## config.mk

```make
export PLATFORM = sky130hd
export DESIGN_NAME = rc4_char_class
export DESIGN_NICKNAME = d
export VERILOG_FILES = /design/src/rtl/rc4_chk_pkg.sv /design/src/rtl/rc4_char_class.sv
export SDC_FILE = /design/constraint.sdc
export NUM_CORES = 1
export LEC_CHECK = 0
export BUFFER_PORTS_ARGS = -buffer_cell sky130_fd_sc_hd__clkbuf_2
export CAP_MARGIN = 15
export CORE_AREA = 2 2 39 41
export DETAILED_ROUTE_END_ITERATION = 12
export DIE_AREA = 0 0 41 43
export PLACE_DENSITY_LB_ADDON = 0.1
export REMOVE_ABC_BUFFERS = 1
export SYNTH_ARGS = -nofsm -noshare
export SYNTH_HDL_FRONTEND = slang
export SYNTH_SLANG_ARGS = --single-unit
```

## constraint.sdc

```tcl
create_clock -name vclk -period 0.9
set_input_delay 0.18 -clock vclk [all_inputs]
set_output_delay 0.18 -clock vclk [all_outputs]
set_load 0.1 [all_outputs]
```

## src/rtl/rc4_chk_pkg.sv

```systemverilog
// Shared state encoding and character constants for the RC4 plaintext checker.
package rc4_chk_pkg;

    typedef enum logic [2:0] {
        ST_IDLE,
        ST_FETCH,
        ST_WAIT,
        ST_CHECK,
        ST_DONE
    } chk_state_t;

    localparam logic [7:0] CHR_SPACE = 8'h20;
    localparam logic [7:0] CHR_LO_A  = 8'h61;
    localparam logic [7:0] CHR_LO_Z  = 8'h7A;
    localparam logic [7:0] CHR_UP_A  = 8'h41;
    localparam logic [7:0] CHR_UP_Z  = 8'h5A;

endpackage

```

## src/rtl/rc4_char_class.sv

```systemverilog
// Combinational plaintext character classifier: lowercase a-z and space are valid.
// RC4_CHK_UPPER_EN additionally accepts uppercase A-Z.
module rc4_char_class
    import rc4_chk_pkg::*;
#(
    parameter int DATA_W = 8
) (
    input  logic [DATA_W-1:0] data,
    output logic              valid
);

    logic is_space;
    logic is_lower;
    logic is_upper;

    // Full-width unsigned compares, so anything at or above 0x80 falls out.
    assign is_space = (data == DATA_W'(CHR_SPACE));
    assign is_lower = (data >= DATA_W'(CHR_LO_A)) && (data <= DATA_W'(CHR_LO_Z));

`ifdef RC4_CHK_UPPER_EN
    assign is_upper = (data >= DATA_W'(CHR_UP_A)) && (data <= DATA_W'(CHR_UP_Z));
`else
    assign is_upper = 1'b0;
`endif

    assign valid = is_space || is_lower || is_upper;

endmodule

```

# After elaboration in Yosys (flattened, before gate mapping)
# Index checks and enable logic that the tools add are counted.
[totals]
regBits = 0
elab_cells = 5
output_inout_bits = 1
[op_classes]
eq_ne = 1
n_reduce_logical = 2
order_cmp = 2
[op_table]
columns = ["cell", "count"]
rows = [
  ["$eq 8x6->1 const B", 1],
  ["$ge 8x7->1 const B", 1],
  ["$le 8x7->1 const B", 1],
  ["$logic_and 1x1->1", 1],
  ["$logic_or 1x1->1", 1],
]

# Longest topological paths before layout
# Gate-level depths: netlist of the first run.
[depth]
ltp_word = 3
depth_mapped = 3
ltp_nobuf = 3

# Worst setup path before layout of the first run
# No wires, ideal clock.
[synth_path]
kind = "in2out"
startpoint = "input port data[1]"
endpoint = "output port valid"
path_stages = 3
setup_slack_ns = -0.955
path_buffers = 0
arrival_ns = 1.675
cell_sequence = "nor3_2 o22ai_1 nor3_2"
[synth_via]
elab_chain_len = 3
[synth_lines]
columns = ["item", "line", "rtl"]
rows = [
  ["from (decl)", "rc4_char_class.sv:8", "input logic [DATA_W-1:0] data,"],
  ["$ge 8x7->1 or $le 8x7->1 (tied branches)", "rc4_char_class.sv:18", "assign is_lower = (data >= DATA_W'(CHR_LO_A)) && (data <= DATA_W'(CHR_LO_Z));"],
  ["$logic_and 1x1->1", "rc4_char_class.sv:18", ""],
  ["$logic_or 1x1->1 (*)", "rc4_char_class.sv:26", "assign valid = is_space || is_lower || is_upper;"],
  ["to (decl)", "rc4_char_class.sv:9", "output logic valid"],
]
# Every way passes the cells marked *; elsewhere a longest branch is shown, timed or not.

# Worst setup path in the final report of the first run
[layout_path]
startpoint = "input port data[0]"
endpoint = "output port valid"
# Same word-level chain as after synthesis.

==> results of run 1 <==
==> critical path, stage by stage <==
cell and delay (ps):
clkbuf_2 120, nor3_4 50, and3_2 200, nor3_2 240, buf_12 210
==> logic make-up (layout without fill, tap and decap cells) <==
| family | Yosys count | after routing | synth area share [%] |
|---|---|---|---|
| simple gates | 6 | 6 | 71.7 |
| compound gates | 3 | 3 | 28.3 |
| buf+inv | 0 | 9 | 0 |
==> what timing repair did <==
action                                  4_1_cts  5_1_grt
pin swaps                                     1        0
endpoints found under the setup margin        1        1
gates resized for setup                       0        3
==> cell usage in the layout (no fill, tap or decap) <==
cell type  instances
o21ai_0            1
nor2b_1            1
nor3_2             1
nand2_1            1
o22ai_2            1
clkbuf_2           7
nor2_1             1
buf_12             1
nor3_4             1
a21oi_1            1
buf_6              1
and3_2             1
==> power breakdown <==
group          leakage (nW)  internal [mW]  switching [mW]  total, mW
clock                     0              0               0          0
sequential                0              0               0          0
combinational        0.0690         0.0315          0.0336     0.0652
==> area by class of cell <==
cell class | instances | area share, %
multi-input cells | 9 | 44.8
repair buffers | 9 | 42.4
well taps | 16 | 12.8
==> metal layers <==
layer,track usage [%],up-vias
met1,4.75,34
met2,2.19,9
met4,0,0
li1,-,53
met5,0,-
met3,2.09,0
==> worst max path at each step <==
stage	to	slack (ps)
2_1_floorplan	valid	-950
6_report	valid	-290
5_1_grt	valid	-330
4_1_cts	valid	-300
3_5_place_dp	valid	-320
3_3_place_gp	valid	-310
==> per-stage QoR <==
step	power, mW	hold WS [ps]	setup WS, ps	cells	area [um2]
after floorplan	0.0252	670	-955	9	57.6
after global placement	0.0561	776	-310	34	138
after detailed placement	0.0558	775	-322	34	138
after CTS	0.0559	777	-302	34	138
after global routing	0.0697	789	-328	34	156
final	0.0652	767	-288	34	156
==> metrics, run 1 <==
status finished, violations left; failing checks negative setup slack; share of cells above drive strength 1 approximately 72%; DRT met1 WL between 100 and 150 um; nets 28; antenna-violating nets left 0; total routed wirelength ~250 um; Seq/Total Area, Yosys 0%; Detailed Routing Iterations Pass 1 1; Slew Limit Fails 0; Hold Vio Cnt, Final 0; first-pass GRT wire length around 340 um; Hold Crit Start data[7]; Rel. slew slack a little over four fifths; Rows 14; DR iter-0 viols 0; Worst setup EP type output port; Ports 9; routability congestion estimate from global placement between 0.5 and 0.6; CLK BUF 0; Max Cap Viol 0; I/O Buffers 9; area leader, netlist nor3_2; # DRC 0; Core Util, Final a little under an eighth; Initial Util a little over 4%; # hold bufs at CTS 0; P_leak 0.0690 nW; Max VDD drop about 0.000084 V; crit path max fanout 2; worst setup path startpoint data[0]; Die ar. between 1500 and 2000 um2; Avg Inst Size Synth 6.40 um2; Overflow after GRT 0; setup slack after layout -288 ps; worst min path class input port to output port; area of the multi-input gates 70.1 um2; Antenna Cells 0; synth unique cells 8; Hold Crit Endpoint valid; Fmax 842 MHz; Vias/cell roughly 2.8; # setup viols final 1; Die X between 40 and 50 um; Final min period 1190 ps; worst hold path depth 5; CP Class input port to output port; Synth area leaders nor3_2 35%, and3_2 13%, nor2b_1 11%, o22ai_1 11%, a21oi_1 8.7%; filler instances between 150 and 200; Die Y approximately 43 um; Sequential Area 0 um2; Worst Tran Pin Value roughly 220 ps; Core Region ~1400 um2; DR top layer met3; pwr/cell area approximately 420 nW/um2; post-synth top area share between 30% and 40%; FFs & Latches 0; RSZ-0062 raised after global routing true; initial antenna violation count 0; met2 WL around 60 um; setup bufs post-CTS 0; count leader, synth nor3_2; Syn Inst Count 9; area grow syn2layout 172%; startpoint types input port; largest net degree at the start of global routing 4; via count between 90 and 100; crit path DAT roughly 1000 ps; routed length on met3 roughly 67 um; CP required 720 ps; DR WL/cell 7.38 um; vias in the first global route 78; Synth Cell Area between 50 and 60 um2; Setup TNS -288 ps; synth warn 0; period utilization 132%; GRT Overall Usage under 10%
(Power assumes the default switching activity.)
==> run 2, diff against run 1 <==
--- a/config.mk
+++ b/config.mk
@@ -7,6 +7,8 @@
 export LEC_CHECK = 0
 export BUFFER_PORTS_ARGS = -buffer_cell sky130_fd_sc_hd__clkbuf_2
 export CAP_MARGIN = 15
+export CELL_PAD_IN_SITES_DETAIL_PLACEMENT = 2
+export CELL_PAD_IN_SITES_GLOBAL_PLACEMENT = 2
 export CORE_AREA = 2 2 39 41
 export DETAILED_ROUTE_END_ITERATION = 12
 export DIE_AREA = 0 0 41 43
==> run 2 against run 1 <==
Effect of this change:
- total power rose by 0.24%
- worst setup slack gained 4.8 ps
- global-route usage increased by 0.60 points
- utilization is the same
- via count grew 8.3%
- sequential share of layout area is the same
- largest cell class unchanged
- hold slack lost 3.0 ps
- count of clock-buffer cells in the layout unchanged
- fmax grew 0.40%
- the flow still finishes with violations (negative setup slack)
- combinational power hardly changed
- final cell count did not move
- wire length unchanged
==> metrics, run 2 (same netlist as run 1, synthesis figures left out) <==
Rel. slew slack between 80% and 90%; via count 104; # DRC 0; vias in the first global route about 110; routability congestion estimate from global placement about 0.59; DP HPWL approximately 240 um; first-pass GRT wire length between 400 and 500 um; Ports 9; GRT Overall Usage 3.20%; DR iter-0 viols 0; Rows 14; Sequential Area 0 um2; antenna-violating nets left 0; placed inst area 138 um2; Initial Util roughly 4.2%; Vias/cell between 3 and 4; Max VDD drop slightly below 0.00007 V; status finished, violations left; CP Class input port to output port; CLK BUF 0; CP required between 700 and 800 ps; FFs & Latches 0; Core Region ~1400 um2; Hold Vio Cnt, Final 0; # hold bufs at CTS 0; largest net degree at the start of global routing 4; setup bufs post-CTS 0; area grow syn2layout 172%; P_leak 0.0690 nW; crit path DAT 1000 ps; Final min period 1180 ps; # setup viols final 1; worst min path class input port to output port; nets 28; Die X between 40 and 50 um; setup slack after layout -283 ps; initial antenna violation count 0; Detailed Routing Iterations Pass 1 1; Antenna Cells 0; startpoint types input port; share of cells above drive strength 1 72.2%; total power ~65 uW; Overflow after GRT 0; Die Y between 40 and 50 um; Die ar. 1760 um2; RSZ-0062 raised after global routing true; Fmax about 850 MHz; Worst Tran Pin Value around 210 ps; Setup TNS -283 ps; DR WL/cell 7.38 um; I/O Buffers 9; commonest non-fill, non-tap cell in the layout clkbuf_2; period utilization 131%; pwr/cell area roughly 420 nW/um2; Max Cap Viol 0; crit path max fanout 2; Slew Limit Fails 0; Worst setup EP type output port; total routed wirelength roughly 250 um; failing checks negative setup slack; fin area ~160 um2
run 2: cell counts in the layout (fill, tap and decap cells not counted):
No cell type changed its count.
run 2: area by class of cell:
class / instances / area, um2
well taps: 16 / 20.0
multi-input cells: 9 / 70.1
fillers: 165 / 1230
repair buffers: 9 / 66.3
run 2: report_power, final:
group	switching (mW)	internal [mW]	total [mW]	leakage, nW
clock	0	0	0	0
sequential	0	0	0	0
combinational	0.0338	0.0315	0.0653	0.0690
run 2: path summary, 6_finish.rpt:
path / slack (ps) / startpoint / end / cells past startpoint
setup / recovery: -280 / data[0] / valid / 5
hold / removal: 760 / data[7] / valid / 5
run 2: routing by layer:
layer	share of wire, %	wire (um)	global-route usage (%)	vias to the layer above
met5	0	0	0	-
met4	0	0	0	0
met2	48	120	4.06	7
met3	9.6	24	0	0
li1	-	-	-	52
met1	42	106	6.01	45
run 2: timing repair:
item	4_1_cts	5_1_grt
resized for setup	0	3
pin swaps	1	0
setup endpoints to repair	1	1
run 2: stage by stage:
stage,cells,util (%),hold slack (ps),setup WS (ps)
floorplan,9,-,670,-955
global placement,34,9.95,773,-325
detailed placement,34,9.95,770,-328
CTS,34,9.95,771,-309
global route,34,11.3,818,-350
finish,34,11.3,764,-283
run 2: worst max-delay path, cell delays in order:
cell	delay (ps)
clkbuf_2	110
nor3_4	180
o22ai_2	100
nor3_2	220
buf_12	210
==> run 3, diff against run 2 <==
--- a/config.mk
+++ b/config.mk
@@ -5,6 +5,7 @@
 export SDC_FILE = /design/constraint.sdc
 export NUM_CORES = 1
 export LEC_CHECK = 0
+export ABC_AREA = 1
 export BUFFER_PORTS_ARGS = -buffer_cell sky130_fd_sc_hd__clkbuf_2
 export CAP_MARGIN = 15
 export CELL_PAD_IN_SITES_DETAIL_PLACEMENT = 2
==> run 3 against run 2 <==
Effect of this change:
- the flow still finishes with violations (negative setup slack)
- wire length is 43% higher
- combinational power is 50% higher
- via count grew 43%
- sequential cell count is the same
- count of clock-buffer cells in the layout unchanged
- highest routed layer unchanged
- global-route usage up 0.90 points
- first-iteration DRC count is the same
- worst setup slack improved by 54 ps
- non-clock buffer count is 1 higher
==> metrics, run 3 <==
setup bufs post-CTS 0; final non-filler cell total 44; Seq/Total Area, Yosys 0%; Syn Inst Count 18; Max VDD drop approximately 0.00008 V; DR WL/cell roughly 8.2 um; GRT Overall Usage ~4%; worst min path class input port to output port; Vias/cell between 3 and 4; Sequential Area 0 um2; # setup viols final 1; FFs & Latches 0; worst setup path startpoint data[0]; Rows 14; count leader, synth nand2_1; Worst setup EP type output port; commonest cells in the netlist 7 x nand2_1, 4 x inv_1, 3 x nand3_1; synth unique cells 6; Die ar. around 1800 um2; status finished, violations left; Die Y roughly 43 um; CLK BUF 0; DR iter-0 viols 0; Antenna Cells 0; Avg Inst Size Synth roughly 4.4 um2; post-synth top area share around 33%; worst-path cell chain buf_6 -> nor2_4 -> nand3_2 -> nand2_2 -> nand2_2 -> a21oi_4 -> buf_12; Core Region around 1400 um2; Synth Cell Area approximately 80 um2; crit path DAT 950 ps; failing checks negative setup slack; worst hold path depth 4; fin area about 220 um2; slowest CP cell buf_12; setup slack after layout -230 ps; initial antenna violation count 0; antenna-violating nets left 0; Die X 41 um; Fmax approximately 890 MHz; crit path max fanout 2; Core Util, Final around 16%; CP required just over 700 ps; total routed wirelength approximately 360 um; vias in the first global route between 100 and 150; routability congestion estimate from global placement roughly 0.57; Max Cap Viol 0; via count 149; # DRC 0; Detailed Routing Iterations Pass 1 1; DP HPWL ~340 um; Final min period about 1100 ps; cell mode on critical path nand2_2; RSZ-0062 raised after global routing true; nets 38; pre-CTS WS -316 ps; I/O Buffers 9; Worst Tran Pin Value 134 ps; share of cells above drive strength 1 60.7%; slowest stage delay, CP between 150 and 200 ps; area grow syn2layout 179%; placed inst area about 170 um2; startpoint types input port; Synth area leaders nand2_1 33%, nand3_1 19%, inv_1 19%, a21oi_2 11%, nor2_1 9.5%; Setup TNS -230 ps; Critical Path End valid; Ports 9; Initial Util about 5.7%; first-pass GRT wire length 538 um; Hold Vio Cnt, Final 0; filler instances 172; period utilization 126%; Rel. slew slack roughly nine tenths; P_leak between 0.1 and 0.15 nW; area leader, netlist nand2_1; pwr/cell area around 450 nW/um2; CP Class input port to output port; dpl cells 44; Overflow after GRT 0; Slew Limit Fails 0; synth warn 0; largest net degree at the start of global routing 4; highest-count cells in the layout ignoring fill and taps 5 x nand2_1, 5 x clkbuf_2, 4 x inv_1, 3 x buf_6
-- run 3: worst max-delay path, delay by kind of cell --
family / cells / cell delay, ps
AND/OR/NAND/NOR: 4 / 340
buffers and inverters: 2 / 290
AO/OA/AOI/OAI: 1 / 140
-- run 3: kinds of logic (layout without fill, tap and decap cells) --
logic type             count (synthesis)  after routing  share of synthesized area (%)
AO/OA/AOI/OAI                          1              1                           11.1
buffers and inverters                  4             14                           19.0
AND/OR/NAND/NOR                       13             13                           69.9
-- run 3: area by class of cell --
| class | count | area (um2) | share of cell area, % |
|---|---|---|---|
| timing repair buffer | 10 | 86.3 | 39.2 |
| multi-input combinational | 14 | 98.8 | 44.9 |
| tap | 16 | 20.0 | 9.09 |
| inverter | 4 | 15.0 | 6.82 |
-- run 3: stage by stage --
step                hold slack, ps  total power [mW]
finish                         745            0.0981
global route                   752             0.107
CTS                            724            0.0787
detailed placement             723            0.0760
global placement               707            0.0742
floorplan                      600            0.0353
-- run 3: worst min-delay path by stage --
stage | slack, ps | to | start
after floorplan | 600 | valid | data[5]
after global placement | 710 | valid | data[5]
after detailed placement | 720 | valid | data[5]
after CTS | 720 | valid | data[5]
after global routing | 750 | valid | data[5]
final | 750 | valid | data[5]
-- run 3: per-layer routing --
layer  track usage, %  share of wire (%)  wire (um)  vias to the layer above
met3                0                7.5         27                        0
met4                0                  0          0                        0
li1                 -                  -          -                       75
met5                0                  0          0                        -
met2             6.88                 61        220                        5
met1             6.01                 31        110                       69
-- run 3: power by group --
part	internal (mW)	switching, mW
Clock	0	0
Combinational	0.0458	0.0524
Sequential	0	0
Total	0.0458	0.0524
-- run 3: timing repair --
action	CTS	global route
setup endpoints to repair	1	1
resized for setup	1	16
pin swaps	1	6
hold buffers	0	0
